--- config.mk ---
export PLATFORM = sky130hd
export DESIGN_NAME = matrix_op_sched
export DESIGN_NICKNAME = d
export VERILOG_FILES = /design/src/rtl/matrix_op_sched_pkg.sv /design/src/rtl/matrix_wr_arb.sv /design/src/rtl/matrix_op_sched.sv
export SDC_FILE = /design/constraint.sdc
export NUM_CORES = 1
export LEC_CHECK = 0
export ABC_AREA = 1
export ABC_CLOCK_PERIOD_IN_PS = 1640
export BUFFER_PORTS_ARGS = -buffer_cell sky130_fd_sc_hd__buf_4
export CELL_PAD_IN_SITES_DETAIL_PLACEMENT = 1
export CELL_PAD_IN_SITES_GLOBAL_PLACEMENT = 2
export CORE_MARGIN = 1
export CORE_UTILIZATION = 28
export DETAILED_ROUTE_END_ITERATION = 10
export PLACE_DENSITY_LB_ADDON = 0.3
export SLEW_MARGIN = 20
export SYNTH_ARGS = -nofsm -noshare
export SYNTH_HDL_FRONTEND = slang
export SYNTH_HIERARCHICAL = 1
export SYNTH_SLANG_ARGS = --single-unit
--- constraint.sdc ---
create_clock -name clk -period 1.64 [get_ports clk]
set_input_delay 0.328 -clock clk [delete_from_list [all_inputs] [get_ports clk]]
set_output_delay 0.328 -clock clk [all_outputs]
set_load 0.05 [all_outputs]
--- src/rtl/matrix_op_sched_pkg.sv ---
// Shared definitions for the matrix-op scheduler.
//   MATRIX_MEM_DEPTH_BIT       : matrix-memory index width
//   MATRIX_MEM_READ_MSB_INDEX  : MSB index of a matrix entry (entry width - 1)
//   state_e                    : scheduler FSM state encoding
package matrix_op_sched_pkg;

  localparam int MATRIX_MEM_DEPTH_BIT      = 4;
  localparam int MATRIX_MEM_READ_MSB_INDEX = 15;

  typedef enum logic [2:0] {
    ST_IDLE  = 3'd0,
    ST_READ  = 3'd1,
    ST_ISSUE = 3'd2,
    ST_WAIT  = 3'd3,
    ST_WB    = 3'd4
  } state_e;

endpackage

--- src/rtl/matrix_wr_arb.sv ---
// Write-port arbiter for the shared matrix-memory write port.
//   sched_wen_i/idx/data : scheduler writeback (only asserted in WB, wins)
//   ext_valid_i/idx/data : host load path; ext_ready_o low while scheduler writes
//   mem_wen_o/idx/data   : memory write port; idx/data hold last value when idle
module matrix_wr_arb #(
  parameter int DEPTH_BIT = 4,
  parameter int DATA_W    = 16
) (
  input  logic                 clk,
  input  logic                 rst_n,
  input  logic                 sched_wen_i,
  input  logic [DEPTH_BIT-1:0] sched_idx_i,
  input  logic [DATA_W-1:0]    sched_data_i,
  input  logic                 ext_valid_i,
  output logic                 ext_ready_o,
  input  logic [DEPTH_BIT-1:0] ext_idx_i,
  input  logic [DATA_W-1:0]    ext_data_i,
  output logic                 mem_wen_o,
  output logic [DEPTH_BIT-1:0] mem_idx_o,
  output logic [DATA_W-1:0]    mem_data_o
);

  logic [DEPTH_BIT-1:0] idx_q, idx_d;
  logic [DATA_W-1:0]    data_q, data_d;
  logic                 ext_go;

  // Scheduler writes only in WB, so refusing the host there is the whole arbitration.
  assign ext_ready_o = ~sched_wen_i;
  assign ext_go      = ext_valid_i & ext_ready_o;

  always_comb begin
    idx_d  = idx_q;
    data_d = data_q;
    if (sched_wen_i) begin
      idx_d  = sched_idx_i;
      data_d = sched_data_i;
    end else if (ext_go) begin
      idx_d  = ext_idx_i;
      data_d = ext_data_i;
    end
  end

  // Hold registers keep idx/data quiet between writes.
  always_ff @(posedge clk or negedge rst_n) begin
    if (!rst_n) begin
      idx_q  <= '0;
      data_q <= '0;
    end else begin
      idx_q  <= idx_d;
      data_q <= data_d;
    end
  end

  assign mem_wen_o  = sched_wen_i | ext_go;
  assign mem_idx_o  = idx_d;
  assign mem_data_o = data_d;

endmodule

--- src/rtl/matrix_op_sched.sv ---
// Matrix-op scheduler: accepts rd/rs1/rs2 commands, reads both sources,
// hands operands to a compute engine, waits for the result and writes it
// back through the shared memory write port (shared with a host load path).
//   cmd_*     : command handshake and indices
//   mem_rs*   : read indices / combinational read data
//   mem_wen_o, mem_rd_idx_o, mem_wr_data_o : shared write port
//   eng_*     : operand handoff; res_* : engine result
//   ext_wr_*  : host write path; busy_o, op_count_o : status
module matrix_op_sched
  import matrix_op_sched_pkg::*;
#(
  parameter int DEPTH_BIT = MATRIX_MEM_DEPTH_BIT,
  parameter int DATA_W    = MATRIX_MEM_READ_MSB_INDEX + 1
) (
  input  logic                 clk,
  input  logic                 rst_n,
  input  logic                 cmd_valid_i,
  output logic                 cmd_ready_o,
  input  logic [DEPTH_BIT-1:0] cmd_rd_i,
  input  logic [DEPTH_BIT-1:0] cmd_rs1_i,
  input  logic [DEPTH_BIT-1:0] cmd_rs2_i,
  output logic [DEPTH_BIT-1:0] mem_rs1_idx_o,
  output logic [DEPTH_BIT-1:0] mem_rs2_idx_o,
  input  logic [DATA_W-1:0]    mem_rd_data_1_i,
  input  logic [DATA_W-1:0]    mem_rd_data_2_i,
  output logic                 mem_wen_o,
  output logic [DEPTH_BIT-1:0] mem_rd_idx_o,
  output logic [DATA_W-1:0]    mem_wr_data_o,
  output logic                 eng_valid_o,
  input  logic                 eng_ready_i,
  output logic [DATA_W-1:0]    eng_op_a_o,
  output logic [DATA_W-1:0]    eng_op_b_o,
  input  logic                 res_valid_i,
  output logic                 res_ready_o,
  input  logic [DATA_W-1:0]    res_data_i,
  input  logic                 ext_wr_valid_i,
  output logic                 ext_wr_ready_o,
  input  logic [DEPTH_BIT-1:0] ext_wr_idx_i,
  input  logic [DATA_W-1:0]    ext_wr_data_i,
  output logic                 busy_o,
  output logic [15:0]          op_count_o
);

  state_e               state_q, state_d;
  logic [DEPTH_BIT-1:0] rd_q, rs1_q, rs2_q;
  logic [DATA_W-1:0]    opa_q, opb_q, res_q;
  logic [15:0]          op_cnt_q;
  logic                 sched_wen;

  // State register
  always_ff @(posedge clk or negedge rst_n) begin
    if (!rst_n) state_q <= ST_IDLE;
    else        state_q <= state_d;
  end

  // Next state
  always_comb begin
    state_d = state_q;
    unique case (state_q)
      ST_IDLE:  if (cmd_valid_i) state_d = ST_READ;
      ST_READ:  state_d = ST_ISSUE;
      ST_ISSUE: if (eng_ready_i) state_d = ST_WAIT;
      ST_WAIT:  if (res_valid_i) state_d = ST_WB;
      ST_WB:    state_d = ST_IDLE;
      default:  state_d = ST_IDLE;
    endcase
  end

  // Outputs decoded from state
  always_comb begin
    cmd_ready_o = (state_q == ST_IDLE);
    eng_valid_o = (state_q == ST_ISSUE);
    res_ready_o = (state_q == ST_WAIT);
    sched_wen   = (state_q == ST_WB);
    busy_o      = (state_q != ST_IDLE);
  end

  // Datapath registers
  always_ff @(posedge clk or negedge rst_n) begin
    if (!rst_n) begin
      rd_q     <= '0;
      rs1_q    <= '0;
      rs2_q    <= '0;
      opa_q    <= '0;
      opb_q    <= '0;
      res_q    <= '0;
      op_cnt_q <= '0;
    end else begin
      if (state_q == ST_IDLE && cmd_valid_i) begin
        rd_q  <= cmd_rd_i;
        rs1_q <= cmd_rs1_i;
        rs2_q <= cmd_rs2_i;
      end
      // Read data is sampled before any same-edge write lands, so a
      // concurrent host write to a source yields the old contents.
      if (state_q == ST_READ) begin
        opa_q <= mem_rd_data_1_i;
        opb_q <= mem_rd_data_2_i;
      end
      if (state_q == ST_WAIT && res_valid_i) res_q <= res_data_i;
      if (state_q == ST_WB) op_cnt_q <= op_cnt_q + 16'd1;
    end
  end

  // Read indices follow the latched sources in every state.
  assign mem_rs1_idx_o = rs1_q;
  assign mem_rs2_idx_o = rs2_q;
  assign eng_op_a_o    = opa_q;
  assign eng_op_b_o    = opb_q;
  assign op_count_o    = op_cnt_q;

  matrix_wr_arb #(.DEPTH_BIT(DEPTH_BIT), .DATA_W(DATA_W)) u_wr_arb (
    .clk          (clk),
    .rst_n        (rst_n),
    .sched_wen_i  (sched_wen),
    .sched_idx_i  (rd_q),
    .sched_data_i (res_q),
    .ext_valid_i  (ext_wr_valid_i),
    .ext_ready_o  (ext_wr_ready_o),
    .ext_idx_i    (ext_wr_idx_i),
    .ext_data_i   (ext_wr_data_i),
    .mem_wen_o    (mem_wen_o),
    .mem_idx_o    (mem_rd_idx_o),
    .mem_data_o   (mem_wr_data_o)
  );

endmodule
==> metrics.txt <==
FF-to-FF setup slack -330 ps; async set or reset register ratio after synthesis 100.0%; CTS clock-pin slew for the worst setup and hold paths 80 ps; Worst VDD drop 994.1 µV; Setup TNS -7922 ps; Clock Skew 11.48 ps; GRT met3 Usage 6.076%; Final setup viols 26; Final Wtd Congestion 0.6950; worst r2r path cells 14; startpoint types flop; Fin. Hold Viols 0; vias per std cell 4.535; reg2reg end u_wr_arb/data_q[6]$_DFF_PN0_; largest family of logic cells by synthesized area simple AND/OR/NAND/NOR gates; post-synthesis xor/xnor area fraction 1.647%; dpl hpwl 8855 µm; post-synthesis simple-gate area fraction 24.97%; RSZ-0062 raised after global routing yes; Area contributors post-synth dfrtp_1 58%, nand2_1 13%, nand3_1 7.4%, mux2_2 6.9%, mux2_4 2.1%; Post-CTS Hold Buffers 0; reg2reg start state_q[0]$_DFFE_PN0P_; status finished, violations left; synth cell count leaders 146 x nand2_1, 99 x dfrtp_1, 63 x nand3_1; GR Layer Usage met1 20.28%; CP Class reg -> out; fin nets 720; Final Max Slew Viols 0; Core Area 14700 µm²; max cap viols 0; Residual DRC 10; post-synthesis mux area share 9.000%; starting density of the core 28.94%; Tmin final 2012 ps; Synth Area in Adders 0.2941%; Mean Syn Cell Area 9.963 µm²; antenna viol nets, final 0; Slew headroom 62.28%; Final Total Pwr 13.11 mW; Min-Delay Path Class in -> async; Worst Tran Pin Value 565.8 ps; Clock Tree Root clkbuf_16; sequential-to-total area share from yosys stat 58.24%; via count 3728; share of cells above drive strength 1 53.76%; Yosys top cell by area dfrtp_1; failing checks design-rule violations, negative setup slack; Yosys cell types 29; post-synthesis compound-gate area fraction 0.6765%; CTS Buffer Depth 2; CTS tree done; total track usage 17.95%; count of mapped cells out of synthesis 427; pre-CTS WS -571.6 ps; Ys Warns 6; Area Overhead vs Synth 64.79%; Synth Register Bits 99; First-pass DRT Iterations 9; drt wl/cell 16.00 µm; GRT met2 Usage 32.27%; Worst-Skew Late Latency 350 ps; required time worst endpoint 1310 ps; Final WS setup -371.5 ps; ys flop type dfrtp_1; clock sink count 99; busiest grt layer met2; Cell Pwr Density 1870 nW/µm²; Die W 125.3 µm; total wire length 13150 µm; maximum fanout along the worst path 7; Post-Synthesis Net Count 514; num ports 168; Critical Path End Type output port; # diodes 0; P_leak 3.564 nW; Arr. time, crit path 1680 ps; global-route wire length before repair 21810 µm; Synth Cell Area 4254 µm²; IO Port Bufs 167; TritonCTS buffer count 9; die area 15690 µm²; chip height 125.3 µm; GRT overflow 0; Post-synth EDFFs 0; DRT iter0 DRCs 167; most frequent cell after synthesis nand2_1; vias in the first global route 4181; final period utilization 122.7%; largest net degree at the start of global routing 100; Rows 44; Max H-tree Level 3; initial antenna violation count 0; area share of the largest cell type after synthesis 58.24%; max frequency 497.1 MHz
what timing repair did:
action,CTS,global route
resized for setup,98,22
cloned,4,0
setup endpoints to repair,40,48
setup buffers,26,8
pin swaps,22,17
metrics by stage:
stage	area (µm²)	hold slack, ps	utilization (%)	cells
2_1_floorplan	4434	32.41	-	427
6_report	7010	30.98	47.69	822
4_1_cts	6874	50.71	46.77	817
3_5_place_dp	5891	445.9	40.07	772
5_1_grt	7010	78.37	47.69	822
3_3_place_gp	5891	441.2	40.07	772
area by class of cell:
| class | instances | area (µm²) |
|---|---|---|
| inverter | 24 | 118.9 |
| timing repair buffer | 209 | 1906 |
| fill | 1620 | 7689 |
| multi-input combinational | 290 | 1958 |
| clock inverter | 7 | 95.09 |
| sequential | 99 | 2477 |
| clock buffer | 9 | 225.2 |
| tap | 184 | 230.2 |
metal layers:
metal,wire length [µm],vias to the layer above
met4,188,0
met5,0,-
li1,-,1796
met3,726,9
met2,6991,89
met1,5243,1834
cell families (layout without fill, tap and decap cells):
logic type      Yosys count  in the layout
buf+inv                  40            249
flops                    99             99
compound gates            4              4
mux                      32             32
xor+xnor                  8              8
fa+ha+maj                 1              1
simple gates            243            245
state kept, by name, indices dropped and copies added, names as in the netlist:
register,flops
rd_q,4
mem_rs2_idx_o,4
op_count_o,16
eng_op_a_o,16
res_q,16
eng_op_b_o,16
mem_rs1_idx_o,4
u_wr_arb/idx_q,4
u_wr_arb/data_q,16
state_q,3
critical path, cell delays in order (launching register included):
cell	delay, ps
dfrtp_1	390
inv_2	70
nand2_2	60
nor2_4	100
buf_12	140
buf_12	140
buf_12	130
nand2_2	80
nand3_4	100
buf_8	140
placed cells by master (no fill, tap or decap), drive strengths merged, types with 2 or more instances in the layout:
cell type,instances
a21o,2
buf,209
clkbuf,9
clkinv,3
dfrtp,99
inv,27
mux2,32
nand2,149
nand3,64
nand4,7
nor2,21
nor3,3
xnor2,2
xor2,6
worst max path at each step:
stage                           startpoint                 to
floorplan           state_q[0]$_DFFE_PN0P_    mem_rd_idx_o[2]
finish              state_q[0]$_DFFE_PN0P_    mem_rd_idx_o[0]
global placement    state_q[0]$_DFFE_PN0P_  mem_wr_data_o[10]
CTS                 state_q[0]$_DFFE_PN0P_    mem_rd_idx_o[0]
detailed placement  state_q[0]$_DFFE_PN0P_  mem_wr_data_o[14]
global route        state_q[0]$_DFFE_PN0P_   mem_wr_data_o[4]
power by group:
| group | internal [mW] | total [mW] | switching (mW) |
|---|---|---|---|
| Clock | 1.23 | 2.28 | 1.05 |
| Sequential | 3.34 | 3.85 | 0.514 |
| Combinational | 2.70 | 6.97 | 4.27 |
(Power assumes the default switching activity.)
